### src/rtl/sub_compare_pkg.sv
// sub_compare_pkg: state encoding and sizing helpers for the chunked subtract-and-compare unit
package sub_compare_pkg;
  typedef enum logic [1:0] {IDLE, RUN, DONE} sub_state_t;
  function automatic int chunk_count(input int w, input int c);
    return (c > 0) ? w / c : 1;
  endfunction
  function automatic int idx_width(input int n);
    return (n > 1) ? $clog2(n) : 1;
  endfunction
endpackage

### src/rtl/borrow_chunk_sub.sv
// borrow_chunk_sub: combinational C-bit subtract with borrow in/out and zero detect
module borrow_chunk_sub #(
  parameter int C = 8
) (
  input  logic [C-1:0] a,
  input  logic [C-1:0] b,
  input  logic         bin,
  output logic [C-1:0] d,
  output logic         bout,
  output logic         zero
);
  assign {bout, d} = {1'b0, a} - {1'b0, b} - {{C{1'b0}}, bin};
  assign zero = (d == '0);
endmodule

### src/rtl/sub_compare_unit.sv
// sub_compare_unit: multi-cycle input1 - input2 with equal/less flags, one chunk per cycle.
// Define SUB_COMPARE_SIGNED_EN to make lessFlag a two's-complement comparison.
module sub_compare_unit
  import sub_compare_pkg::*;
#(
  parameter int GOLOBAL_DATA_BUS_WIDTH = 32,
  parameter int CHUNK_WIDTH            = 8
) (
  input  logic                              clk,
  input  logic                              rst,
  input  logic                              inValid,
  output logic                              inReady,
  input  logic [GOLOBAL_DATA_BUS_WIDTH-1:0] input1,
  input  logic [GOLOBAL_DATA_BUS_WIDTH-1:0] input2,
  output logic                              outValid,
  input  logic                              outReady,
  output logic [GOLOBAL_DATA_BUS_WIDTH-1:0] output1,
  output logic                              equalFlag,
  output logic                              lessFlag
);
  localparam int W  = GOLOBAL_DATA_BUS_WIDTH;
  localparam int C  = CHUNK_WIDTH;
  localparam int N  = chunk_count(W, C);
  localparam int IW = idx_width(N);

  if ((C < 1) || (C > W) || ((W % C) != 0)) begin : g_bad_cfg
    $error("sub_compare_unit: CHUNK_WIDTH must divide GOLOBAL_DATA_BUS_WIDTH");
  end

  sub_state_t    state_q, state_d;
  logic [IW-1:0] idx_q, idx_d;
  logic          borrow_q, borrow_d, zero_q, zero_d;
  logic [W-1:0]  a_q, a_d, b_q, b_d, out_q, out_d;
  logic          eq_q, eq_d, lt_q, lt_d, ov_q, ov_d;
  logic [C-1:0]  a_c, b_c, d_c;
  logic          bout, z_c, last, lt_fin;

  // A single subtractor is time-shared across chunks via the index mux
  assign a_c  = a_q[int'(idx_q)*C +: C];
  assign b_c  = b_q[int'(idx_q)*C +: C];
  assign last = (idx_q == IW'(N - 1));

  borrow_chunk_sub #(.C(C)) u_chunk (
    .a(a_c), .b(b_c), .bin(borrow_q), .d(d_c), .bout(bout), .zero(z_c)
  );

`ifdef SUB_COMPARE_SIGNED_EN
  assign lt_fin = d_c[C-1] ^ ((a_q[W-1] != b_q[W-1]) && (d_c[C-1] != a_q[W-1]));
`else
  assign lt_fin = bout;
`endif

  always_comb begin
    state_d  = state_q;
    idx_d    = idx_q;
    borrow_d = borrow_q;
    zero_d   = zero_q;
    a_d      = a_q;
    b_d      = b_q;
    out_d    = out_q;
    eq_d     = eq_q;
    lt_d     = lt_q;
    ov_d     = ov_q;
    if (state_q == IDLE && inValid) begin
      state_d  = RUN;
      a_d      = input1;
      b_d      = input2;
      idx_d    = '0;
      borrow_d = 1'b0;
      zero_d   = 1'b1;
    end else if (state_q == RUN) begin
      out_d[int'(idx_q)*C +: C] = d_c;
      borrow_d = bout;
      zero_d   = zero_q & z_c;
      idx_d    = last ? '0 : idx_q + IW'(1);
      state_d  = last ? DONE : RUN;
      ov_d     = last;
      eq_d     = last ? (zero_q & z_c) : eq_q;
      lt_d     = last ? lt_fin : lt_q;
    end else if (state_q == DONE && outReady) begin
      state_d = IDLE;
      ov_d    = 1'b0;
    end
  end

  always_ff @(posedge clk or posedge rst) begin
    if (rst) begin
      state_q  <= IDLE;
      idx_q    <= '0;
      borrow_q <= 1'b0;
      zero_q   <= 1'b0;
      a_q      <= '0;
      b_q      <= '0;
      out_q    <= '0;
      eq_q     <= 1'b0;
      lt_q     <= 1'b0;
      ov_q     <= 1'b0;
    end else begin
      state_q  <= state_d;
      idx_q    <= idx_d;
      borrow_q <= borrow_d;
      zero_q   <= zero_d;
      a_q      <= a_d;
      b_q      <= b_d;
      out_q    <= out_d;
      eq_q     <= eq_d;
      lt_q     <= lt_d;
      ov_q     <= ov_d;
    end
  end

  assign inReady   = (state_q == IDLE);
  assign outValid  = ov_q;
  assign output1   = out_q;
  assign equalFlag = eq_q;
  assign lessFlag  = lt_q;
endmodule

### config.mk
export PLATFORM = sky130hd
export DESIGN_NAME = sub_compare_unit
export DESIGN_NICKNAME = d
export VERILOG_FILES = /design/src/rtl/sub_compare_pkg.sv /design/src/rtl/borrow_chunk_sub.sv /design/src/rtl/sub_compare_unit.sv
export SDC_FILE = /design/constraint.sdc
export NUM_CORES = 1
export LEC_CHECK = 0
export ABC_AREA = 1
export CORE_UTILIZATION = 28
export CTS_CLUSTER_DIAMETER = 150
export DETAILED_ROUTE_END_ITERATION = 8
export PLACE_DENSITY_LB_ADDON = 0.2
export SLEW_MARGIN = 25
export SYNTH_ARGS = -nofsm -noshare
export SYNTH_HDL_FRONTEND = slang
export SYNTH_SLANG_ARGS = --single-unit
export TNS_END_PERCENT = 30
### constraint.sdc
create_clock -name clk -period 5.25 [get_ports clk]
set_clock_uncertainty 0.2 [all_clocks]
set_input_delay 0.7875 -clock clk [delete_from_list [all_inputs] [get_ports clk]]
set_output_delay 0.7875 -clock clk [all_outputs]
set_load 0.02 [all_outputs]
After elaboration in Yosys (flattened, before gate mapping):

Index checks and enable logic that the tools add are counted.

* add/sub/neg operators: 4
* $mul: 0
* div/mod/pow operators: 0
* $lt $le $gt $ge: 0
* equal/unequal tests: 3
* shift operators: 4
* mux-type cells: 14
* bitwise gates (word level): 2
* reductions and logical operators: 10

Operator list (count)
* 32-bit by 6-bit variable part select with 8-bit output: 2
* 5-bit negator with 33-bit output: 1
* 8-bit by 33-bit variable shift with 32-bit output (first input constant): 1
* 8-bit by 33-bit variable part select with 32-bit output: 1
* 32-bit bitwise mux: 1
* 2-bit two-way mux: 7
* 8-bit by 8-bit subtractor with 9-bit output: 1
* 9-bit by 1-bit subtractor with 9-bit output: 1
* 8-bit zero test: 1
* 1-bit two-way mux: 6
* 2-bit equality test (second input constant): 2
* 2-bit AND reduction: 2
* 2-bit nonzero test: 2
* 3-bit AND reduction: 1
* 3-bit nonzero test: 1
* 2-bit by 1-bit adder with 2-bit output (second input constant): 1
* 2-bit by 1-bit equality test with 1-bit output (second input constant): 1
* 1-bit logical AND: 2
* 2-bit zero test: 1
* 1-bit AND: 1
* 1-bit NOT: 1

* bits in registers: 105
* latch bits: 0
* RAM bits: 0
* memory bits (read-only): 0
* input bits: 68
* output and inout bits: 36
* word-level logic and storage cells: 47
* memories kept: 0

Depth between registers and ports, before layout:

Gate-level depths: netlist of the first run.

* depth after elaboration: 7
* depth in mapped cells: 21
* depth with buffers taken out: 19

Modules after synthesis:

Synthesis of the first run repeated with hierarchy kept, for this count alone.

* cell total of the unflattened synthesis: 703
* area total of the unflattened synthesis: 5507.8 µm²

Modules (own cells, without submodules)
* sub_compare_unit: times used 1, cells an instance 592, area an instance 4893.4 µm², sequential area each 2627.5 µm²
* borrow_chunk_sub: times used 1, cells an instance 111, area an instance 614.3 µm², sequential area each 0.0 µm²

Worst setup path before layout of the first run:

OpenSTA, ideal clock, no wires.

* kind: flip-flop to flip-flop
* from: reg idx_q[1]
* to: reg eq_q, in the netlist equalFlag
* setup time: 0.073 ns
* arrival time: 2.708 ns
* required time: 4.977 ns
* slack: 2.269 ns
* stages on the path, launching flop included: 17
* period minus slack after synthesis: 2.981 ns
* path through: dfrtp_1 > buf_2 > inv_2 > clkbuf_1 > o21ai_0 > o22ai_1 > fa_1 > inv_1 > fa_1 > nand2_1 > inv_1 > o21bai_1 > xnor2_1 > nand2_1 > nor2_1 > nand3_2 > a21oi_2

* cells in the longest elaborated chain, start to end: 5

Ends and longest elaborated chain
* from (decl): RTL line sub_compare_unit.sv:31 `logic [IW-1:0] idx_q, idx_d;`
* from (signal assigned): RTL line sub_compare_unit.sv:100 `idx_q <= idx_d;`
* 32-bit by 6-bit variable part select with 8-bit output (on tied branches): RTL line sub_compare_unit.sv:39, sub_compare_unit.sv:40
* 8-bit by 8-bit subtractor with 9-bit output: RTL line borrow_chunk_sub.sv:12 `assign {bout, d} = {1'b0, a} - {1'b0, b} - {{C{1'b0}}, bin};`
* 9-bit by 1-bit subtractor with 9-bit output: RTL line borrow_chunk_sub.sv:12
* 8-bit zero test: RTL line borrow_chunk_sub.sv:13 `assign zero = (d == '0);`
* 1-bit AND: RTL line sub_compare_unit.sv:78 `eq_d = last ? (zero_q & z_c) : eq_q;`
* to (signal assigned): RTL line sub_compare_unit.sv:106 `eq_q <= eq_d;`
* to (decl): RTL line sub_compare_unit.sv:34 `logic eq_q, eq_d, lt_q, lt_d, ov_q, ov_d;`

Several ways; a longest one is shown, not always the timed one.
A chain may end at the register's enable or synchronous reset.

Worst setup path in the final report of the first run:

* from: reg idx_q[0]
* to: reg eq_q, in the netlist equalFlag

The elaborated chain is that of the path after synthesis.

==> reports/summary.txt, run 1 <==
Worst EP arrival = 3.63 ns
Hold Buf Count CTS = 0
# clock sinks = 105
Inserted Diodes = 0
Net Count, Synth = 715
Initial antenna violation count = 0
Overall global routing resource usage = 15.0%
Final Total Pwr = 1.55 mW
Synth async-reset ratio = 100%
TritonRoute pass-1 iters = 5
Area Overhead vs Synth = 29.7%
Post-synthesis cell area = 0.00512 mm²
Syn Area/Cell = 8.16 µm²
PD cells = 234 mW/mm²
Final net count = 806
DR DRC count = 0
Hold Crit Class = reg -> reg
Final hold viol count = 0
Clk pin slew, worst setup/hold paths = 0.07 ns
Largest net degree at the start of global routing = 73
Worst hold slack = 0.275 ns
Endpoint type of the worst setup path = register
Synth Register Bits = 105
Root Buffer = clkbuf_16
Area occupied by registers = 0.00263 mm²
CTS tree = done
Post-synthesis cell count = 627
Non-Filler Instances = 952
Number of port buffers = 103
Setup bufs post-CTS = 0
Startpoint types = register
Unrepaired setup endpoints after global routing = no
Vias/cell = 4.56
First-pass GRT wire length = 21.6 mm
Max Cap Viol = 0
Worst Path Required = 5.33 ns
Syn. warnings = 0
Slowest-stage cell, CP = dfrtp_1
Htree depth = 3
Final WS setup = 1.70 ns
Fin crit share = 67.6%
# setup viols final = 0
Share of the synthesized area in the top cell type = 51.3%
Worst-Skew Late Latency = 0.35 ns
Max Clock Freq = 282 MHz
Placed insts = 936
Routed wire per std cell = 13.8 µm
Via count = 4,337
CTS max path bufs = 2
Setup TNS Final = 0 ns
Max stage delay on crit path = 0.70 ns
Slew @ Worst Pin = 0.885 ns
Leak Pwr = 3.29 nW
Worst-path maximum fanout = 35
ANT nets after route = 0
Initial Util = 28.5%
Die ar. = 0.0188 mm²
Post-synth EDFFs = 0
Grt total ovfl = 0
1st-iter DRT viols = 213
Area contributors post-synth = dfrtp_1, nand2_1, o21ai_0
DP Worst Slack = 1.71 ns
Die extent in y = 137 µm
Critical path type = reg -> reg
Count leader, synth = nand2_1
Core area = 0.0180 mm²
Layout cells sized above 1 = 5.53%
Commonest cells in the netlist = nand2_1, dfrtp_1, o21ai_0, inv_1, nor2_1
Crit-path cells = buf_4, o21ai_0, a21oi_1, fa_1, inv_1, fa_1, nand2_1, inv_1, o21bai_1, xnor2_1, nand2_1, nor2_1, nand3_2, a21oi_2
Yosys cell types = 35
Synth Flop Type = dfrtp_1
Status = finished, final reports clean
Post-synth top area cell = dfrtp_1
Register area share after synthesis = 51.3%
Slew HR = 41.0%
Minimum clock period = 3.55 ns
Cts bufs inserted = 9
Die W = 137 µm
CTS resizes = 0
Buf/Inv on CP = 3
Boundary Pins = 104
Hpwl dp = 9.71 mm
Final wirelength = 13.1 mm
GP Congestion = 0.836
Multi-input gate area = 0.00220 mm²
VDD IR max = 0.164 mV
Max Slew Vio Count = 0
Row cnt = 49
Fillcell total = 1,879
CP top delay family = compound AO/OA/AOI/OAI gates
Vias in the first global route = 4,308
power by group:
part	internal, mW	leakage, nW	total (mW)	switching (mW)
sequential	0.809	1.44	0.809	0
combinational	0.0437	1.71	0.0669	0.0232
clock	0.384	0.147	0.678	0.294
total	1.24	3.29	1.55	0.317
flip-flops by register name (all words and copies together), names as in the netlist:
register	cells
output1	32
idx_q	2
state_q	2
borrow_q	1
a_q	32
b_q	32
lessFlag	1
zero_q	1
equalFlag	1
outValid	1
cells by family (layout without fill, tap and decap cells):
group	after synthesis	in the layout	share of synthesized area, %
AND/OR/NAND/NOR	338	338	26.8
flip-flops	105	105	51.3
AO/OA/AOI/OAI	91	91	10.6
buffers and inverters	71	167	5.77
adder cells (fa/ha/maj)	20	20	5.18
XOR/XNOR	2	2	0.342
worst register-to-register path, delay by kind of cell (launching register included):
family | cells | cell delay (ns)
AND/OR/NAND/NOR | 4 | 0.41
AO/OA/AOI/OAI | 4 | 0.72
XOR/XNOR | 1 | 0.22
flip-flops | 1 | 0.70
adder cells (fa/ha/maj) | 2 | 0.68
buffers and inverters | 3 | 0.55
routing by layer:
metal	vias to the layer above	track usage, %	wire [µm]
met3	13	3.13	570
li1	2181	-	-
met1	2027	20.6	6280
met2	116	23.3	6070
met4	0	5.25	222
met5	-	0	0
metrics by stage:
step	area, µm²	util, %
floorplan	5120	-
global placement	6340	35.3
detailed placement	6340	35.3
CTS	6640	37.0
global route	6640	37.0
finish	6640	37.0
cell usage in the layout, fill, tap and decap left out, types with 2 or more instances in the layout:
| cell type | instances |
|---|---|
| inv_4 | 2 |
| o21ai_0 | 48 |
| clkbuf_16 | 9 |
| nand2_2 | 4 |
| clkinv_4 | 2 |
| o21ai_1 | 4 |
| o21bai_1 | 2 |
| ha_1 | 18 |
| nand3_1 | 10 |
| fa_1 | 2 |
| nand2_1 | 274 |
| clkbuf_1 | 2 |
| clkdlybuf4s50_1 | 103 |
| dfrtp_1 | 105 |
| nor2_2 | 4 |
| a22o_1 | 5 |
| inv_1 | 40 |
| a32o_1 | 7 |
| nor2_4 | 2 |
| nand4_1 | 6 |
| nor2_1 | 31 |
| xnor2_1 | 2 |
| clkinv_2 | 2 |
| a21oi_1 | 12 |
| buf_4 | 3 |
| o22ai_1 | 7 |
| nand3_2 | 4 |
| inv_2 | 2 |
area by class of cell:
cell class / instances / area share, %
clock buffers: 12 / 3.71
clock inverters: 4 / 0.791
inverters: 45 / 2.64
multi-input cells: 451 / 33.1
flip-flops and latches: 105 / 39.6
well taps: 229 / 4.32
repair buffers: 106 / 15.9
worst paths after layout:
check | cells after the start | start | slack (ns) | to
max | 14 | idx_q[0] | 1.70 | equalFlag
min | 2 | b_q[16] | 0.28 | b_q[16]
max reg2reg | 14 | idx_q[0] | 1.70 | equalFlag
min reg2reg | 2 | b_q[16] | 0.28 | b_q[16]
max in group asynchronous | 3 | rst | 3.12 | b_q[17]
min in group asynchronous | 2 | rst | 0.78 | output1[8]
No activity file was read; power rests on OpenSTA's default activity.
==> run 2, diff against run 1 <==
- clock period: 5.25 -> 3.5 ns (I/O delays scaled with it)
==> reports/summary.txt, run 2 (synthesis results as in run 1) <==
Status = finished, final reports clean
Final net count = 812 (+0.74%)
Minimum clock period = 3.08 ns (-0.472 ns)
Max Clock Freq = 325 MHz (+15%)
Final WS setup = 0.422 ns (-1.28 ns)
Worst-Skew Late Latency = 0.36 ns (about the same)
Clk pin slew, worst setup/hold paths = 0.07 ns (about the same)
Final hold viol count = 0 (unchanged)
Slew @ Worst Pin = 0.527 ns (-0.358 ns)
Max Cap Viol = 0 (unchanged)
Die ar. = 0.0188 mm² (unchanged)
Root Buffer = clkbuf_16
Max stage delay on crit path = 0.42 ns (-0.28 ns)
Worst Path Required = 3.59 ns (-1.74 ns)
Worst-path maximum fanout = 31 (-11%)
Slowest-stage cell, CP = fa_1
CTS max path bufs = 2 (unchanged)
Overall global routing resource usage = 15.7% (+0.65 points)
Crit-path cells = buf_4, o21ai_0, a21oi_1, fa_1, inv_1, fa_1, nand2_1, inv_1, o21bai_1, xnor2_1, nand2_1, nor2_1, nand3_2, a21oi_2
Slew HR = 64.9% (+24 points)
Startpoint types = register
Initial antenna violation count = 0 (unchanged)
Final wirelength = 13.4 mm (+1.8%)
GP Congestion = 0.859 (+2.8%)
Hold Crit Class = reg -> reg
Routed wire per std cell = 14.0 µm (+1.2%)
Final Total Pwr = 2.34 mW (+51%)
Max Slew Vio Count = 0 (unchanged)
Core area = 0.0180 mm² (unchanged)
VDD IR max = 0.217 mV (+32%)
PD cells = 350 mW/mm² (+49%)
Setup TNS Final = 0 ns (unchanged)
Die W = 137 µm (unchanged)
Inserted Diodes = 0 (unchanged)
Layout cells sized above 1 = 6.45% (+0.91 points)
# setup viols final = 0 (unchanged)
DP Worst Slack = 0.407 ns (-1.30 ns)
CP top delay family = compound AO/OA/AOI/OAI gates
Number of port buffers = 103 (unchanged)
DR DRC count = 0 (unchanged)
Fin crit share = 87.9% (+20 points)
Largest net degree at the start of global routing = 76 (+4.1%)
Boundary Pins = 104 (unchanged)
Hold Buf Count CTS = 0 (unchanged)
Vias in the first global route = 4,375 (+1.6%)
Die extent in y = 137 µm (unchanged)
1st-iter DRT viols = 207 (-2.8%)
CTS tree = done
Unrepaired setup endpoints after global routing = no
Buf/Inv on CP = 3 (unchanged)
Initial Util = 28.5% (unchanged)
Endpoint type of the worst setup path = register
ANT nets after route = 0 (unchanged)
Commonest non-fill, non-tap cell in the layout = nand2_1
Htree depth = 3 (unchanged)
Grt total ovfl = 0 (unchanged)
Area Overhead vs Synth = 30.8%
TritonRoute pass-1 iters = 6 (+1)
Worst EP arrival = 3.16 ns (-0.47 ns)
First-pass GRT wire length = 22.3 mm (+3.5%)
Most frequent cells in the layout = nand2_1, dfrtp_1, clkdlybuf4s50_1
Row cnt = 49 (unchanged)
Hpwl dp = 10.2 mm (+4.9%)
# clock sinks = 105 (unchanged)
Via count = 4,363 (+0.60%)
CTS resizes = 0 (unchanged)
Leak Pwr = 3.32 nW (+1.0%)
Cts bufs inserted = 9 (unchanged)
Critical path type = reg -> reg
Setup bufs post-CTS = 0 (unchanged)
Vias/cell = 4.55 (about the same)
==> run 2: cell types whose count changed in the layout (fill, tap and decap cells not counted) <==
cell and change:
clkinv_4 -1, inv_2 +1, clkinvlp_4 +1, buf_4 +5, clkbuf_8 -1, inv_8 +1
clkbuf_1 -1, buf_12 +1
==> run 2: path summary, 6_finish.rpt <==
| path | start | endpoint | slack, ns | depth (start not counted) |
|---|---|---|---|---|
| min | a_q[1] | a_q[1] | 0.28 | 2 |
| min reg2reg | a_q[1] | a_q[1] | 0.28 | 2 |
| max reg2reg | idx_q[0] | equalFlag | 0.42 | 14 |
| min in group asynchronous | rst | outValid | 0.36 | 2 |
| max | idx_q[0] | equalFlag | 0.42 | 14 |
| max in group asynchronous | rst | a_q[19] | 2.11 | 3 |
==> run 2: final cells by class <==
cell class              count  area [µm²]
clock buffers              10         229
clock inverters             6        67.6
fillers                  1865       11300
inverters                  45         174
multi-input cells         451        2200
flip-flops and latches    105        2630
well taps                 229         287
repair buffers            112        1110
==> run 2: where the power goes <==
group	internal, mW	switching [mW]	total, mW	leakage (nW)
clock network	0.559	0.467	1.03	0.144
registers	1.21	0	1.21	1.44
logic	0.0684	0.0345	0.103	1.74
==> run 2: worst reg2reg max path, delay by kind of cell (launching register included) <==
| kind | cells | cell delay, ns |
|---|---|---|
| AO/OA/AOI/OAI | 4 | 0.70 |
| XOR/XNOR | 1 | 0.20 |
| adder cells (fa/ha/maj) | 2 | 0.65 |
| flip-flops | 1 | 0.40 |
| buffers and inverters | 3 | 0.46 |
| AND/OR/NAND/NOR | 4 | 0.38 |
==> run 2: metal layers <==
| metal | up-vias | global-route usage, % | share of wire [%] |
|---|---|---|---|
| met5 | - | 0 | 0 |
| met3 | 18 | 3.20 | 4.3 |
| met4 | 0 | 5.25 | 1.8 |
| met1 | 2038 | 20.7 | 46 |
| li1 | 2202 | - | - |
| met2 | 105 | 25.4 | 47 |
==> run 2: metrics by stage <==
| stage | util, % | cells | cell area (µm²) | hold WS, ns |
|---|---|---|---|---|
| after floorplan | - | 627 | 5120 | 0.244 |
| after global placement | 35.5 | 941 | 6380 | 0.263 |
| after detailed placement | 35.5 | 941 | 6380 | 0.266 |
| after CTS | 37.2 | 957 | 6670 | 0.284 |
| after global routing | 37.3 | 958 | 6690 | 0.300 |
| final | 37.3 | 958 | 6690 | 0.282 |
==> RTL edit (flow settings as in run 2) <==
Change the parameter `GOLOBAL_DATA_BUS_WIDTH` from 32 to 16.
--- a/src/rtl/sub_compare_unit.sv
+++ b/src/rtl/sub_compare_unit.sv
@@ -5,3 +5,3 @@
 #(
-  parameter int GOLOBAL_DATA_BUS_WIDTH = 32,
+  parameter int GOLOBAL_DATA_BUS_WIDTH = 16,
   parameter int CHUNK_WIDTH            = 8
Ports: changed (resized input1, input2 and output1); port bits go from 104 to 56. The function was not compared with the original's and may differ.
==> RTL edit against run 2 <==
  * Global-route usage down 3.0 points
  * Wire length down 54%
  * Worst hold slack better by 0.016 ns
  * Sequential cell count down 49
  * Worst setup slack better by 0.26 ns
  * Area after synthesis down 44%
  * Cell area down 45%
  * Die area down 43%
  * Critical path type unchanged
Power is left out: the tool's default activity adds up to more than one toggle a clock period on the data nets, which glitch-free logic cannot reach.
==> RTL edit: results <==
metrics = {
    "cells_and_area": {
        "filler_cell_count": 1006,
        "layout-drive-gt1-share_pct": 13.0,
        "final_net_count": 427,
    },
    "placed_design": {
        "gp_congestion": 0.793,
        "detailedPlacementHpwl_um": 4790,
        "io_buffer_count": 55,
    },
    "yosys": {
        "synth-seq-area-share_pct": 48.8,
        "yosysWarningCount": 0,
        "netlist_top_cells_count": "77 x sky130_fd_sc_hd__nand2_1, 56 x sky130_fd_sc_hd__dfrtp_1, 43 x sky130_fd_sc_hd__inv_1",
        "synth.mux.area_fraction_pct": 7.40,
        "syn-num-nets": 373,
        "synthCells": 323,
        "synth_area_leaders": "sky130_fd_sc_hd__dfrtp_1 49%, sky130_fd_sc_hd__nand2_1 10%, sky130_fd_sc_hd__mux2_2 7.1%",
        "synth-adder-area-share_pct": 6.62,
    },
    "setup_path": {
        "max_stage_delay_ns": 0.46,
        "regToRegEndpoint": "zero_q",
        "source_of_the_worst_register_to_register_timing_path": "idx_q",
        "logic_depth_of_the_worst_register_to_register_path": 15,
        "worst-r2r-setup-slack_ns": 0.68,
        "critical_path.max_fanout": 26,
        "worst_ep_arrival_time_ns": 2.87,
    },
    "drt": {
        "detailedRoute.firstPassIterationCount": 4,
        "detail_route.iter0.violations": 143,
        "postRouteWirelength_um": 6170,
        "wire_per_inst_um": 12.1,
        "dr_total_vias": 2186,
    },
    "clock_tree": {
        "clk_pin_slew_ns": 0.09,
        "htreeDepth": 2,
        "cts_buffers": 5,
    },
    "timing": {
        "hold-worst-slack_ns": 0.299,
    },
    "status": {
        "run_status": "completed",
    },
    "global_route": {
        "grt_first_pass_wirelength_um": 10400,
        "grt_max_degree": 30,
        "groute.usage.overall_pct": 12.6,
    },
    "min_path": {
        "whs_endpoint": "output1[7]",
    },
}
==> RTL edit: how the worst max path moves through the flow <==
| stage | startpoint | to | slack (ns) | cells past startpoint |
|---|---|---|---|---|
| after CTS | idx_q | zero_q | 0.66 | 15 |
| after global placement | idx_q | zero_q | 0.76 | 15 |
| after floorplan | idx_q | equalFlag | 0.79 | 16 |
| after detailed placement | idx_q | zero_q | 0.68 | 15 |
| after global routing | idx_q | equalFlag | 0.37 | 15 |
| final | idx_q | zero_q | 0.68 | 15 |
==> RTL edit: through the flow <==
step	area (sq um)	setup slack, ns
global placement	3560	0.764
global route	3650	0.370
CTS	3650	0.657
detailed placement	3560	0.682
floorplan	2870	0.790
finish	3650	0.680
==> RTL edit: cell type report <==
class / count / area (sq um) / share of cell area (%)
timing repair buffer: 58 / 598 / 16.4
sequential: 56 / 1400 / 38.4
tap: 133 / 166 / 4.55
clock inverter: 2 / 10.0 / 0.274
inverter: 48 / 180 / 4.93
clock buffer: 6 / 82.6 / 2.26
multi-input combinational: 208 / 1210 / 33.3
==> RTL edit: critical path: cells and delay by family (launching register included) <==
kind	cells	cell delay, ns
AO/OA/AOI/OAI	1	0.18
buffers and inverters	3	0.42
flip-flops	1	0.41
adder cells (fa/ha/maj)	2	0.88
AND/OR/NAND/NOR	9	0.65
==> RTL edit: routing by layer <==
metal	wire, um	part of all wire [%]	global-route usage [%]
met1	3010	49	16.5
met2	2920	47	21.6
met3	162	2.6	2.02
met4	74	1.2	3.58
met5	0	0	0
==> RTL edit: cells by family after synthesis <==
logic type,count (synthesis)
compound gates,51
fa+ha+maj,14
buf+inv,59
mux,19
simple gates,124
flops,56
